$ cat src/rtl/rom_scan_reader.sv
// PROM read engine for 556PT4/556PT5-family chips. It supports manual address
// stepping and an automatic full-chip scan, and registers every word it reads.
module rom_scan_reader #(
  parameter int DATA_WIDTH    = 8,
  parameter int ADDRESS_WIDTH = 9,
  parameter int LAST_ADDRESS  = 511,
  parameter int SETTLE_CYCLES = 4,
  parameter logic [3:0] OP_READ = 4'b1100,
  parameter logic [3:0] OP_IDLE = 4'b1111
) (
  input  logic                     clk,
  input  logic                     reset_n,
  input  logic                     mode,
  input  logic                     start,
  input  logic                     increment_address,
  input  logic                     decrement_address,
  input  logic [DATA_WIDTH-1:0]    data_line_in,
  output logic [3:0]               operation,
  output logic [ADDRESS_WIDTH-1:0] address_line,
  output logic [DATA_WIDTH-1:0]    data_line,
  output logic                     data_valid,
  output logic                     busy,
  output logic                     scan_done
);

  localparam int CW = (SETTLE_CYCLES > 1) ? $clog2(SETTLE_CYCLES + 1) : 1;
  localparam logic [CW-1:0] CNT_LAST = CW'(SETTLE_CYCLES - 1);
  localparam logic [ADDRESS_WIDTH-1:0] LAST_ADDR = ADDRESS_WIDTH'(LAST_ADDRESS);

  typedef enum logic {IDLE, SETTLE} state_t;

  state_t          state;
  logic [CW-1:0]   cnt;
  logic            scanning;
  logic            start_prev, inc_prev, dec_prev;
  logic            start_edge, inc_edge, dec_edge;

  assign start_edge = start & ~start_prev;
  assign inc_edge   = increment_address & ~inc_prev;
  assign dec_edge   = decrement_address & ~dec_prev;

  always_ff @(posedge clk) begin
    if (!reset_n) begin
      start_prev   <= 1'b0;
      inc_prev     <= 1'b0;
      dec_prev     <= 1'b0;
      address_line <= '0;
      data_line    <= '0;
      data_valid   <= 1'b0;
      scan_done    <= 1'b0;
      scanning     <= 1'b0;
      // Reset lands in SETTLE so that address 0 is read straight away.
      state        <= SETTLE;
      cnt          <= '0;
      busy         <= 1'b1;
      operation    <= OP_READ;
    end else begin
      start_prev <= start;
      inc_prev   <= increment_address;
      dec_prev   <= decrement_address;
      data_valid <= 1'b0;
      scan_done  <= 1'b0;
      case (state)
        SETTLE: begin
          if (cnt == CNT_LAST) begin
            data_line  <= data_line_in;
            data_valid <= 1'b1;
            if (scanning && address_line != LAST_ADDR) begin
              address_line <= address_line + 1'b1;
              cnt          <= '0;
            end else begin
              scan_done <= scanning;
              scanning  <= 1'b0;
              state     <= IDLE;
              busy      <= 1'b0;
              operation <= OP_IDLE;
            end
          end else begin
            cnt <= cnt + 1'b1;
          end
        end
        IDLE: begin
          if (mode) begin
            if (start_edge) begin
              address_line <= '0;
              scanning     <= 1'b1;
              state        <= SETTLE;
              cnt          <= '0;
              busy         <= 1'b1;
              operation    <= OP_READ;
            end
          end else if (inc_edge != dec_edge) begin
            // Simultaneous up and down edges cancel out.
            if (inc_edge)
              address_line <= (address_line == LAST_ADDR) ? '0 : address_line + 1'b1;
            else
              address_line <= (address_line == '0) ? LAST_ADDR : address_line - 1'b1;
            state     <= SETTLE;
            cnt       <= '0;
            busy      <= 1'b1;
            operation <= OP_READ;
          end
        end
        default: state <= IDLE;
      endcase
    end
  end

endmodule

$ cat config.mk
export PLATFORM = sky130hd
export DESIGN_NAME = rom_scan_reader
export DESIGN_NICKNAME = d
export VERILOG_FILES = /design/src/rtl/rom_scan_reader.sv
export SDC_FILE = /design/constraint.sdc
export NUM_CORES = 1
export LEC_CHECK = 0
export BUFFER_PORTS_ARGS = -buffer_cell sky130_fd_sc_hd__buf_2
export CELL_PAD_IN_SITES_DETAIL_PLACEMENT = 0
export CELL_PAD_IN_SITES_GLOBAL_PLACEMENT = 2
export CORE_MARGIN = 8
export CORE_UTILIZATION = 30
export DETAILED_ROUTE_END_ITERATION = 10
export HOLD_SLACK_MARGIN = 0.15
export PLACE_DENSITY_LB_ADDON = 0.1
export SLEW_MARGIN = 5
export SYNTH_ARGS = -nofsm -noshare
export SYNTH_HDL_FRONTEND = slang
export SYNTH_SLANG_ARGS = --single-unit
$ cat constraint.sdc
create_clock -name clk -period 3.85 [get_ports clk]
set_input_delay 0.385 -clock clk [delete_from_list [all_inputs] [get_ports clk]]
set_output_delay 0.385 -clock clk [all_outputs]
set_load 0.005 [all_outputs]
==> metrics.txt <==
run status completed; worst setup slack after layout 1.110 ns; R2R depth 10; Routed WL between 5000 and 6000 um; static leakage roughly 0.80 nW; # diodes 0; register area share after synthesis 33.43%; clock skew 0.003194 ns; Final Hold Violating Endpoints 0; Core Rows 27; setup_tns 0 ns; drt pass-1 iters 4; initial antenna violation count 0; synth top area cells dfxtp_1 (33%), nand2_1 (5.2%), a21oi_1 (4.3%); postcts setup bufs 0; Yosys top cell by area dfxtp_1; I/O Pins 38; Vias/cell ~5.3; most frequent cells after synthesis dfxtp_1 (29), nand2_1 (24), nor2_1 (18); worst hold slack around 0.32 ns; RSZ-0062 raised after global routing false; GRT Total Usage roughly an eighth; setup violators final 0; Slew HR 58.25%; post_cts resized 0; CTS tree yes; Sequential Area ~580 um2; TritonCTS Buffers 5; largest net degree at the start of global routing 17; DIE AREA approximately 8500 um2; Die X 92.09 um; first-pass GRT wire length between 8000 and 9000 um; Final period util 71.17%; DR WL/cell 16.15 um; Worst Hold Class in -> reg; Worst setup SP type flip-flop; Die H between 90 and 100 um; vias between 1500 and 2000; Worst path most repeated cell ha_1; CTS root buf clkbuf_8; count of pins over their slew limit 0; Multi-input gate area 1032 um2; vias in the first global route 1668; core region area between 5000 and 6000 um2; unique cell type count in the Yosys netlist 59; critical path class reg -> reg; clk slew on worst S/H paths 0.07 ns; Clock Tree Buf Depth 2; nets@finish about 260; post-DP HPWL between 3000 and 4000 um; number of flops mapped to enable cells by yosys 0; FMAX between 300 and 400 MHz; Synth Flop Type dfxtp_1; Sink Count 29; reg2reg start address_line[0]; hold wc startpoint decrement_address; hold_buf cts 0; RR Endpoint address_line[4]; RePlAce Congestion approximately 0.8; Max-Cap Viols 0; H-Tree Depth 2; crit end category flip-flop; slew at the pin closest to its max-slew limit ~0.63 ns; Synth Instances 210; worst hold path depth 2; Area Overhead vs Synth 15.06%; Async SR Flop Fraction 0%; grt total ovfl 0; r2r setup slk 1.11 ns; max incr delay on CP around 0.50 ns; Mean Syn Cell Area 8.270 um2; number of synthesized register bits 29; most common cell in the netlist dfxtp_1; WP data required about 4 ns; Place WS 1.155 ns; Min Clock Period, post-route ~2.7 ns; PwrDens 438.0 nW/um2; CP Max Fanout 14; Hold Crit Endpoint dec_prev; crit path DAT 2.93 ns; initial core utilization 31.35%; PortBufs 35; Post-DRT Antenna Nets 0; initial drt markers between 100 and 150; share of cells above drive strength 1 25.52%; critical-path cell list ha_1 > and3_4 > nand3_1 > nor2_1 > ha_1 > and2b_4 > a21oi_1 > a21bo_2 > o2111ai_1 > nor4b_4; synth warn 0; synthesized area roughly 1700 um2; residual DRC count 0; fillcell total roughly 600; Skew-Pair Late Insertion Delay 0.28 ns; maximum VDD drop around 230 uV; slowest CP cell dfxtp_1; top-area cell type share of the netlist area around 33%
==> layer usage <==
layer  part of all wire, %  GRT usage [%]  up-vias
li1                      -              -      811
met1                    47          15.37      792
met2                    47          19.85       40
met3                   4.9          3.586        6
met4                   1.1          3.624        0
met5                     0              0        -
==> stage by stage <==
step	cells	power, mW	utilization, %	cell area, um2
3_5_place_dp	303	0.6404	34.51	1912
5_1_grt	311	0.9366	36.07	1998
6_report	311	0.8751	36.07	1998
2_1_floorplan	211	0.5646	-	1740
4_1_cts	311	0.8907	36.07	1998
3_3_place_gp	303	0.6351	34.51	1912
==> placed cells by master, fill, tap and decap left out, types with 2 or more instances in the layout <==
cell	n
o21ai_0	8
clkinv_2	2
and3_4	2
inv_1	9
buf_2	35
nand4b_1	2
a31oi_1	3
o2111ai_1	2
a32oi_1	2
o21a_1	2
nand2_1	24
ha_1	4
o211ai_1	4
nor2b_1	3
clkbuf_8	5
xnor2_1	4
a21oi_1	15
mux2i_1	2
nor3_1	3
and3_1	3
nor2_1	18
o22ai_1	2
nand4_1	6
dfxtp_1	29
conb_1	2
and2_1	5
nand3_1	10
and3b_1	2
==> sequential cells by signal, indices dropped and copies added, names as in the netlist <==
signal and flops:
address_line 9, start_prev 1, cnt 3, data_valid 1, dec_prev 1, inc_prev 1
state 1, scanning 1, busy 1, operation 1, scan_done 1, data_line 8
==> worst max path at each step <==
stage	start	endpoint	slack, ns	cells after the start
floorplan	address_line[1]	address_line[4]	1.47	11
global placement	address_line[0]	address_line[0]	1.24	10
detailed placement	address_line[0]	address_line[0]	1.16	10
CTS	address_line[0]	address_line[0]	1.13	10
global route	address_line[0]	address_line[0]	0.95	10
finish	address_line[0]	address_line[4]	1.11	10
==> critical path: cells and delay by family (launching register included) <==
family / cells / cell delay (ns)
compound gates: 3 / 0.60
fa+ha+maj: 2 / 0.56
simple gates: 5 / 0.99
flops: 1 / 0.50
==> power breakdown <==
part           total, mW  internal [mW]  switching [mW]
Combinational      0.252          0.113           0.139
Sequential         0.378          0.334          0.0439
Clock              0.245          0.124           0.120
Total              0.875          0.572           0.303
==> logic make-up (layout without fill, tap and decap cells) <==
family | count (synthesis) | in the layout | synth area share, %
multiplexers | 2 | 2 | 1.153
AO/OA/AOI/OAI | 52 | 52 | 20.75
other | 1 | 2 | 0.2159
flip-flops | 29 | 29 | 33.43
AND/OR/NAND/NOR | 94 | 94 | 32.21
adder cells (fa/ha/maj) | 4 | 4 | 2.882
XOR/XNOR | 4 | 4 | 2.017
buffers and inverters | 24 | 52 | 7.349
==> final cells by class <==
cell class | count | area share, %
Multi-Input combinational cell | 158 | 51.66
Sequential cell | 29 | 29.05
Timing Repair Buffer | 35 | 8.766
Tap cell | 72 | 4.508
Clock buffer | 5 | 3.444
Inverter | 9 | 1.691
Clock inverter | 3 | 0.8766
(Power assumes the default switching activity.)
